===== src/rtl/apu_bus_master.sv =====
// apu_bus_master
// CPU-side bus initiator for the APU register window 0x4000-0x401F.
// Queued register commands are replayed as CPU-style bus cycles made of an
// address phase, a PHI2 strobe phase and a hold phase.
//
// Ports:
//   CLK, RES                  clock, synchronous active-high reset
//   cmd_valid/cmd_ready       command handshake into the FIFO
//   cmd_rnw/cmd_reg/cmd_data  command fields (read flag, offset, write data)
//   Addr_fromcore, RnW_fromcore, PHI2, DB_out, DB_oe   registered bus outputs
//   DB_in                     read data returned by the APU
//   rsp_valid/rsp_data/rsp_reg  one-clock read response
//   busy, fifo_level          activity and FIFO occupancy
module apu_bus_master #(
    parameter int CYC_LEN    = 4,
    parameter int FIFO_DEPTH = 4
) (
    input  logic                        CLK,
    input  logic                        RES,
    input  logic                        cmd_valid,
    output logic                        cmd_ready,
    input  logic                        cmd_rnw,
    input  logic [4:0]                  cmd_reg,
    input  logic [7:0]                  cmd_data,
    output logic [15:0]                 Addr_fromcore,
    output logic                        RnW_fromcore,
    output logic                        PHI2,
    output logic [7:0]                  DB_out,
    output logic                        DB_oe,
    input  logic [7:0]                  DB_in,
    output logic                        rsp_valid,
    output logic [7:0]                  rsp_data,
    output logic [4:0]                  rsp_reg,
    output logic                        busy,
    output logic [$clog2(FIFO_DEPTH):0] fifo_level
);

    localparam int PTR_W = $clog2(FIFO_DEPTH);
    localparam int LVL_W = PTR_W + 1;
    localparam int CNT_W = $clog2(CYC_LEN);

    typedef enum logic [1:0] {
        S_IDLE = 2'd0,
        S_ADDR = 2'd1,
        S_DATA = 2'd2,
        S_HOLD = 2'd3
    } state_t;

    // FIFO storage: {rnw, reg, data}
    logic [13:0]      mem_q [FIFO_DEPTH];
    logic [PTR_W-1:0] wr_ptr_q, wr_ptr_d;
    logic [PTR_W-1:0] rd_ptr_q, rd_ptr_d;
    logic [LVL_W-1:0] level_q, level_d;
    logic             full_s, empty_s, push_s, pop_s;
    logic [13:0]      head_s;

    state_t           state_q, state_d;
    logic [CNT_W-1:0] cnt_q, cnt_d;
    logic             cur_rnw_q, cur_rnw_d;
    logic [4:0]       cur_reg_q, cur_reg_d;
    logic [7:0]       cur_data_q, cur_data_d;

    logic [15:0]      addr_q, addr_d;
    logic             rnw_q, rnw_d;
    logic             phi2_q, phi2_d;
    logic [7:0]       db_out_q, db_out_d;
    logic             db_oe_q, db_oe_d;
    logic             rsp_valid_q, rsp_valid_d;
    logic [7:0]       rsp_data_q, rsp_data_d;
    logic [4:0]       rsp_reg_q, rsp_reg_d;

    // FIFO status; full/empty come from the registered level only
    always_comb begin
        full_s  = (level_q == LVL_W'(FIFO_DEPTH));
        empty_s = (level_q == {LVL_W{1'b0}});
        push_s  = cmd_valid && !full_s;
        head_s  = mem_q[rd_ptr_q];
    end

    // Sequencer: pops in IDLE or HOLD, walks ADDR -> DATA (counted) -> HOLD
    always_comb begin
        state_d    = state_q;
        cnt_d      = cnt_q;
        cur_rnw_d  = cur_rnw_q;
        cur_reg_d  = cur_reg_q;
        cur_data_d = cur_data_q;
        pop_s      = 1'b0;
        case (state_q)
            S_IDLE, S_HOLD: begin
                if (!empty_s) begin
                    pop_s      = 1'b1;
                    state_d    = S_ADDR;
                    cur_rnw_d  = head_s[13];
                    cur_reg_d  = head_s[12:8];
                    cur_data_d = head_s[7:0];
                end else begin
                    state_d    = S_IDLE;
                end
            end
            S_ADDR: begin
                state_d = S_DATA;
                cnt_d   = CNT_W'(CYC_LEN - 3);
            end
            S_DATA: begin
                if (cnt_q == {CNT_W{1'b0}}) begin
                    state_d = S_HOLD;
                end else begin
                    cnt_d   = cnt_q - CNT_W'(1);
                end
            end
            default: begin
                state_d = S_IDLE;
            end
        endcase
    end

    // Bus/response next values derived from the next state, so outputs are registered
    always_comb begin
        addr_d      = 16'h0000;
        rnw_d       = 1'b1;
        phi2_d      = 1'b0;
        db_oe_d     = 1'b0;
        db_out_d    = db_out_q;
        rsp_valid_d = 1'b0;
        rsp_data_d  = rsp_data_q;
        rsp_reg_d   = rsp_reg_q;
        if (state_d != S_IDLE) begin
            addr_d = {11'h200, cur_reg_d};
            rnw_d  = cur_rnw_d;
        end else begin
            addr_d = 16'h0000;
            rnw_d  = 1'b1;
        end
        if (state_d == S_DATA) begin
            phi2_d  = 1'b1;
            db_oe_d = !cur_rnw_d;
        end else begin
            phi2_d  = 1'b0;
            db_oe_d = 1'b0;
        end
        if (db_oe_d) begin
            db_out_d = cur_data_d;
        end else begin
            db_out_d = db_out_q;
        end
        // DB_in is sampled on the edge that leaves DATA
        if ((state_q == S_DATA) && (state_d == S_HOLD) && cur_rnw_q) begin
            rsp_valid_d = 1'b1;
            rsp_data_d  = DB_in;
            rsp_reg_d   = cur_reg_q;
        end else begin
            rsp_valid_d = 1'b0;
        end
    end

    // FIFO pointer and level bookkeeping
    always_comb begin
        wr_ptr_d = wr_ptr_q;
        rd_ptr_d = rd_ptr_q;
        if (push_s) begin
            wr_ptr_d = wr_ptr_q + PTR_W'(1);
        end else begin
            wr_ptr_d = wr_ptr_q;
        end
        if (pop_s) begin
            rd_ptr_d = rd_ptr_q + PTR_W'(1);
        end else begin
            rd_ptr_d = rd_ptr_q;
        end
        case ({push_s, pop_s})
            2'b10:   level_d = level_q + LVL_W'(1);
            2'b01:   level_d = level_q - LVL_W'(1);
            default: level_d = level_q;
        endcase
    end

    // FIFO storage write port (contents need no reset; pointers define validity)
    always_ff @(posedge CLK) begin
        if (push_s) begin
            mem_q[wr_ptr_q] <= {cmd_rnw, cmd_reg, cmd_data};
        end
    end

    // State, FIFO control and output registers
    always_ff @(posedge CLK) begin
        if (RES) begin
            wr_ptr_q    <= {PTR_W{1'b0}};
            rd_ptr_q    <= {PTR_W{1'b0}};
            level_q     <= {LVL_W{1'b0}};
            state_q     <= S_IDLE;
            cnt_q       <= {CNT_W{1'b0}};
            cur_rnw_q   <= 1'b1;
            cur_reg_q   <= 5'd0;
            cur_data_q  <= 8'h00;
            addr_q      <= 16'h0000;
            rnw_q       <= 1'b1;
            phi2_q      <= 1'b0;
            db_out_q    <= 8'h00;
            db_oe_q     <= 1'b0;
            rsp_valid_q <= 1'b0;
            rsp_data_q  <= 8'h00;
            rsp_reg_q   <= 5'd0;
        end else begin
            wr_ptr_q    <= wr_ptr_d;
            rd_ptr_q    <= rd_ptr_d;
            level_q     <= level_d;
            state_q     <= state_d;
            cnt_q       <= cnt_d;
            cur_rnw_q   <= cur_rnw_d;
            cur_reg_q   <= cur_reg_d;
            cur_data_q  <= cur_data_d;
            addr_q      <= addr_d;
            rnw_q       <= rnw_d;
            phi2_q      <= phi2_d;
            db_out_q    <= db_out_d;
            db_oe_q     <= db_oe_d;
            rsp_valid_q <= rsp_valid_d;
            rsp_data_q  <= rsp_data_d;
            rsp_reg_q   <= rsp_reg_d;
        end
    end

    assign cmd_ready     = !full_s;
    assign busy          = (state_q != S_IDLE) || !empty_s;
    assign fifo_level    = level_q;
    assign Addr_fromcore = addr_q;
    assign RnW_fromcore  = rnw_q;
    assign PHI2          = phi2_q;
    assign DB_out        = db_out_q;
    assign DB_oe         = db_oe_q;
    assign rsp_valid     = rsp_valid_q;
    assign rsp_data      = rsp_data_q;
    assign rsp_reg       = rsp_reg_q;

endmodule


===== config.mk =====
export PLATFORM = sky130hd
export DESIGN_NAME = apu_bus_master
export DESIGN_NICKNAME = d
export VERILOG_FILES = /design/src/rtl/apu_bus_master.sv
export SDC_FILE = /design/constraint.sdc
export NUM_CORES = 1
export LEC_CHECK = 0
export ABC_AREA = 0
export BUFFER_PORTS_ARGS = -buffer_cell sky130_fd_sc_hd__buf_2
export CAP_MARGIN = 20
export CORE_MARGIN = 10
export CORE_UTILIZATION = 25
export CTS_BUF_LIST = sky130_fd_sc_hd__clkbuf_8
export CTS_CLUSTER_SIZE = 16
export DETAILED_ROUTE_END_ITERATION = 10
export GPL_TIMING_DRIVEN = 0
export PLACE_DENSITY = 0.39
export RECOVER_POWER = 50
export SLEW_MARGIN = 0
export SYNTH_ARGS = -nofsm -noshare
export SYNTH_HDL_FRONTEND = slang
export SYNTH_SLANG_ARGS = --single-unit

===== constraint.sdc =====
create_clock -name CLK -period 3.1 [get_ports CLK]
set_clock_uncertainty 0.05 [all_clocks]
set_input_delay 0.155 -clock CLK [delete_from_list [all_inputs] [get_ports CLK]]
set_output_delay 0.155 -clock CLK [all_outputs]
set_load 0.02 [all_outputs]

==> impl_results.md, run 1 <==
* Worst path setup slack after routing at 0.492 ns
* WP buf/inv at 3
* Die area at 23400 µm²
* Slew Limit Fails at 0
* Initial DRC Count at 142
* CTS Sinks at 114
* Post-CTS setup buffers at 0
* R2R setup slack at 0.49 ns
* Vias in the first global route at 3057
* Required time worst endpoint at 3.42 ns
* RSZ-0062 raised after global routing: no
* Clock Root Buffer: clkbuf_8
* Total gr overflow at 0
* Post-synth EDFFs at 56
* Multi-input gate area at 1370 µm²
* Post-Route WL at 10.7 mm
* Net switching power figure at 1.57 mW
* Fin Hold WS at 0.0593 ns
* Fillers at 1819
* Post-DR wirelength/cell at 15.3 µm
* Hold path cells at 3
* Cells after Synth at 350
* Vias per cell at 4.26
* Final Hold Fails at 0
* Cell Area, Synth at 4410 µm²
* Crit path largest cell delay at 0.43 ns
* Power per cell area at 861 nW/µm²
* Row count at 48
* Leading area contributor after synthesis: edfxtp_1
* Area grow syn2layout at 27.1%
* # Max-Cap Violations at 0
* Place WS at 0.545 ns
* Hold Path Sink: wr_ptr_q[0]
* Starting Density at 25.5%
* Worst path cell trace: inv_1, ha_1, clkbuf_1, nor2_1, ha_1, inv_1, fa_1, xor2_1, or3_1, a21oi_1
* Critical path startpoint category: register
* Worst skew pair latency at 0.44 ns
* ANT cells at 0
* RePlAce Congestion at 0.713
* Status: complete, no violations
* Initial antenna violation count at 0
* Crit end category: register
* Power share of the combinational group at 27.5%
* Total negative slack at 0 ns
* Most common cell in the synthesized netlist: dfxtp_1
* I/O Pins at 71
* Max reg flops at 56
* HP Start: cmd_valid
* Synth Register Bits at 114
* Synthesized area per cell at 12.6 µm²
* Remaining DRCs at 0
* Least-Margin Pin Slew at 0.843 ns
* Biggest register: mem_q
* Leak pwr at 1.95 nW
* Worst reg2reg endpoint: fifo_level[2]
* Dominant cells by area after synthesis: edfxtp_1 (38%), dfxtp_1 (26%), a21oi_1 (5.3%)
* Area share of the largest cell type after synthesis at 38.1%
* Clk slew on worst S/H paths at 0.07 ns
* Final HPWL DP at 7.40 mm
* Post-synthesis sequential area ratio at 64.5%
* Antenna-violating nets left at 0
* Hold crit path type: in -> reg
* Period utilisation layout at 84.1%
* CTS tree: done
* Arr. time, crit path at 2.92 ns
* Gr usage total at 9.29%
* Via count at 2966
* Core ar. at 17300 µm²
* Register Area at 2840 µm²
* Largest net degree at the start of global routing at 17
* Buffers on Ports at 59
* First-pass GRT wire length at 17.0 mm
* Delay-heaviest family, CP: adder cells
* DRT Pass-1 Iters at 4
* Layout cell share with drive strength beyond 1 at 14.0%
* Flop pwr share at 40.9%
* Die X at 153 µm
* Commonest cells post-synth: dfxtp_1 (58), edfxtp_1 (56), a21oi_1 (47), nand2_1 (33)
* Async SR Flop Fraction at 0%
* Power Internal at 3.26 mW
* R2r startpoint: state_q[0]
* CP max FO at 10
* F_max at 383 MHz
* CP max stage cell: dfxtp_1
* Warnings from Yosys at 0
* VDD IR max at 0.277 mV
* Clock buffer depth at 2
* Clock network fraction of total power at 31.5%
* Synth unique cells at 39
* Net Sw Frac at 32.5%
* Most used flip-flop cell after synthesis: dfxtp_1
* Slew HR at 43.8%
* Type of the worst setup path: reg -> reg
* Cts bufs inserted at 17
* Die height at 153 µm
* Cells on worst reg2reg path at 10
* H-Tree Depth at 4
* Final setup viols at 0
* Min cycle time layout at 2.61 ns
* NumNets Final at 494
[per-layer routing]
| layer | routed length (µm) | share of wire, % | global-route usage (%) | vias to the layer above |
|---|---|---|---|---|
| met5 | 0 | 0 | 0 | - |
| met4 | 123 | 1.1 | 3.59 | 0 |
| met3 | 624 | 5.8 | 4.04 | 12 |
| met2 | 4910 | 46 | 14.2 | 83 |
| met1 | 5040 | 47 | 11.3 | 1399 |
| li1 | - | - | - | 1472 |
[cells in the final DEF, fill, tap and decap left out, types with 16 or more instances in the layout]
cell	n
clkbuf_1	60
dfxtp_1	58
edfxtp_1	56
a21oi_1	47
nand2_1	33
nand3_1	23
o21ai_0	23
dlygate4sd3_1	22
clkbuf_8	17
buf_2	16
[area by class of cell]
cell class                      instances  area share (%)
Buffer                                 32            3.35
Clock buffer                           17            4.17
Clock inverter                         15            3.53
Inverter                               11           0.736
Multi-Input combinational cell        202            24.4
Sequential cell                       114            50.7
Tap cell                              225            5.02
Timing Repair Buffer                   81            8.12
[power by group through the flow]
| stage | clock (mW) | sequential [mW] | combinational (mW) |
|---|---|---|---|
| 6_report | 1.52 | 1.98 | 1.33 |
| 5_1_grt | 1.65 | 2.00 | 1.49 |
| 4_1_cts | 1.57 | 1.98 | 1.39 |
| 3_5_place_dp | 0 | 2.01 | 1.37 |
| 3_3_place_gp | 0 | 2.00 | 1.36 |
| 2_1_floorplan | 0 | 2.06 | 0.875 |
[worst reg2reg max path: cells and delay by family (launching register included)]
family / cells / cell delay, ns
flops: 1 / 0.43
xor+xnor: 1 / 0.16
compound gates: 1 / 0.14
fa+ha+maj: 3 / 0.87
buf+inv: 3 / 0.38
simple gates: 2 / 0.53
[worst max path at each step]
| stage | from | to | slack (ns) | cells after the start |
|---|---|---|---|---|
| finish | state_q[0] | fifo_level[2] | 0.49 | 10 |
| global route | state_q[0] | fifo_level[2] | 0.30 | 10 |
| CTS | state_q[0] | fifo_level[2] | 0.53 | 10 |
| detailed placement | state_q[0] | fifo_level[2] | 0.54 | 10 |
| global placement | state_q[0] | fifo_level[2] | 0.57 | 10 |
| floorplan | fifo_level[2] | fifo_level[2] | 0.72 | 9 |
[cells by family (layout without fill, tap and decap cells)]
logic type	after synthesis	after routing	share of synthesized area, %
buf+inv	43	156	5.30
fa+ha+maj	10	10	3.01
flops	114	114	64.5
other cells	1	10	0.0850
mux	15	15	7.80
simple gates	83	83	8.79
compound gates	82	82	10.2
xor+xnor	2	2	0.397
[what timing repair did]
item | 4_1_cts | 5_1_grt
resized for setup | 0 | 0
endpoints found under the hold margin | 64 | 0
hold buffers | 22 | 0
[metrics by stage]
stage / util, % / cells / area [µm²] / power, mW
after global routing: 32.4 / 697 / 5610 / 5.15
after global placement: 29.0 / 643 / 5020 / 3.36
after CTS: 32.8 / 697 / 5670 / 4.94
after detailed placement: 29.0 / 643 / 5020 / 3.37
after floorplan: - / 359 / 4440 / 2.93
final: 32.4 / 697 / 5610 / 4.83
Note: power is estimated with default switching activity, not from simulation.
==> run 2: changes to the inputs <==
Settings changed: ABC_AREA 0 to 1.
Clock period 3.1 ns to 2.5 ns, I/O delays scaled along.
==> impl_results.md, run 2 <==
* Cell Area, Synth at 4610 µm²
* Post-DR wirelength/cell at 13.5 µm
* Area grow syn2layout at 26.0%
* Register Area at 2840 µm²
* Layout cell share with drive strength beyond 1 at 14.8%
* Placed inst area at 5270 µm²
* Leak pwr at 2.45 nW
* CTS tree: done
* Die area at 24300 µm²
* Commonest cells post-synth: nand2_1 (73), inv_1 (70), nor2_1 (63), dfxtp_1 (58), edfxtp_1 (56)
* First-pass GRT wire length at 18.1 mm
* GR met1 Demand/Resource at 11.3%
* Required time worst endpoint at 2.77 ns
* Antenna-violating nets left at 0
* Clk slew on worst S/H paths at 0.07 ns
* Status: complete, no violations
* Biggest register: mem_q
* Met2 GRT Util at 15.3%
* Fillers at 1927
* Vias per cell at 4.02
* Initial DRC Count at 182
* F_max at 452 MHz
* Type of the worst setup path: reg -> reg
* Die X at 156 µm
* Critical path startpoint category: register
* DRT Pass-1 Iters at 4
* Arr. time, crit path at 2.48 ns
* Dominant cells by area after synthesis: edfxtp_1 (36%), dfxtp_1 (25%), nand2_1 (5.9%)
* Most common cell in the synthesized netlist: nand2_1
* CTS Sinks at 114
* Remaining DRCs at 0
* Total gr overflow at 0
* Power per cell area at 1120 nW/µm²
* Gr usage total at 9.64%
* Leading area contributor after synthesis: edfxtp_1
* Via count at 3335
* H-Tree Depth at 4
* Async SR Flop Fraction at 0%
* Warnings from Yosys at 0
* Most frequent cells in the layout: nand2_1 (73), inv_1 (72), nor2_1 (59), dfxtp_1 (58), edfxtp_1 (56)
* R2R setup slack at 0.29 ns
* Synth Register Bits at 114
* Initial antenna violation count at 0
* Worst skew pair latency at 0.44 ns
* Final Hold Fails at 0
* Row count at 49
* Least-Margin Pin Slew at 0.901 ns
* VDD IR max at 0.378 mV
* # Max-Cap Violations at 0
* NumNets Final at 623
* RePlAce Congestion at 0.722
* Area share of the largest cell type after synthesis at 36.5%
* Clock buffer depth at 2
* Final Core Density at 32.2%
* Core ar. at 18000 µm²
* Final HPWL DP at 8.02 mm
* CP max FO at 10
* Synth unique cells at 32
* Hold crit path type: in -> reg
* Min cycle time layout at 2.21 ns
* Vias in the first global route at 3454
* I/O Pins at 71
* Most used flip-flop cell after synthesis: dfxtp_1
* Period utilisation layout at 88.5%
* Die height at 156 µm
* Slew HR at 39.9%
* Buffers on Ports at 60
* Post-synth EDFFs at 56
* Busiest grt layer: met2
* Largest net degree at the start of global routing at 17
* Multi-input gate area at 1340 µm²
* Post-synthesis sequential area ratio at 61.7%
* Clock Root Buffer: clkbuf_8
* Synthesized area per cell at 9.71 µm²
* Final setup viols at 0
* ANT cells at 0
* Starting Density at 25.6%
* Slew Limit Fails at 0
* Most common cell after layout, fill and taps aside: nand2_1
* Cts bufs inserted at 17
* Routing usage on met3 at 3.50%
* Crit end category: register
* Finished layout cell area at 5810 µm²
* Max reg flops at 56
* Total power at 6.51 mW
* Cells after Synth at 475
* Post-Route WL at 11.2 mm
[run 2: cell types whose count changed after synthesis, sizes merged, moves of 11 or more]
cell,before,now
o21ai,24,35
nor2,8,68
nand3,23,35
inv,10,74
mux4,14,0
nand2,33,78
a21oi,47,24
[run 2: timing repair]
action | 4_1_cts | 5_1_grt
setup endpoints to repair | 0 | 1
endpoints found under the hold margin | 64 | 0
hold buffers | 22 | 0
resized for setup | 0 | 3
setup buffers | 0 | 1
[run 2: logic make-up after synthesis]
group           after synthesis  synth area share [%]
other cells                   1                0.0813
xor+xnor                      1                 0.190
simple gates                182                  17.2
mux                           1                 0.217
buf+inv                     101                  10.1
flops                       114                  61.7
fa+ha+maj                    10                  2.88
compound gates               65                  7.65
[run 2: metal layers]
layer	share of wire (%)	vias up
li1	-	1727
met1	47	1527
met3	5.3	12
met4	1.7	0
met5	0	-
met2	46	69
[run 2: worst paths after layout]
| check | from | to | depth (start not counted) |
|---|---|---|---|
| setup / recovery | state_q[0] | fifo_level[2] | 11 |
| hold / removal | RES | cur_data_q[0] | 3 |
| setup reg to reg | state_q[0] | fifo_level[2] | 11 |
| hold reg to reg | cur_reg_q[2] | rsp_reg[2] | 2 |
[run 2: power by group]
part | leakage, nW | internal (mW) | switching [mW] | total (mW)
sequential | 0.988 | 2.35 | 0.155 | 2.51
combinational | 1.25 | 0.773 | 1.59 | 2.36
clock | 0.204 | 0.876 | 0.767 | 1.64
total | 2.45 | 4.00 | 2.51 | 6.51
[run 2: cell type report]
cell class              count  share of cell area, %
flip-flops and latches    114                   48.9
multi-input cells         269                   23.1
repair buffers             85                   8.51
well taps                 229                   4.93
inverters                  74                   4.78
clock buffers              17                   4.03
plain buffers              27                   3.27
clock inverters            15                   2.41
[run 2: per-stage QoR]
step	hold WS [ns]	setup slack [ns]	setup TNS, ns	std cells
after floorplan	0.174	0.295	0	484
after global placement	0.289	0.0382	0	773
after detailed placement	0.297	0.0330	0	775
after CTS	0.0380	0.0310	0	829
after global routing	0.0567	-0.00285	-0.00285	830
final	0.0541	0.286	0	830
[run 2: critical path, stage by stage (launching register included)]
cell	delay [ns]
dfxtp_1	0.36
inv_1	0.07
ha_2	0.32
a21oi_4	0.14
buf_6	0.16
ha_1	0.15
inv_1	0.06
fa_1	0.38
a21oi_1	0.14
o21ai_1	0.09
o21ai_1	0.12
a21oi_1	0.05
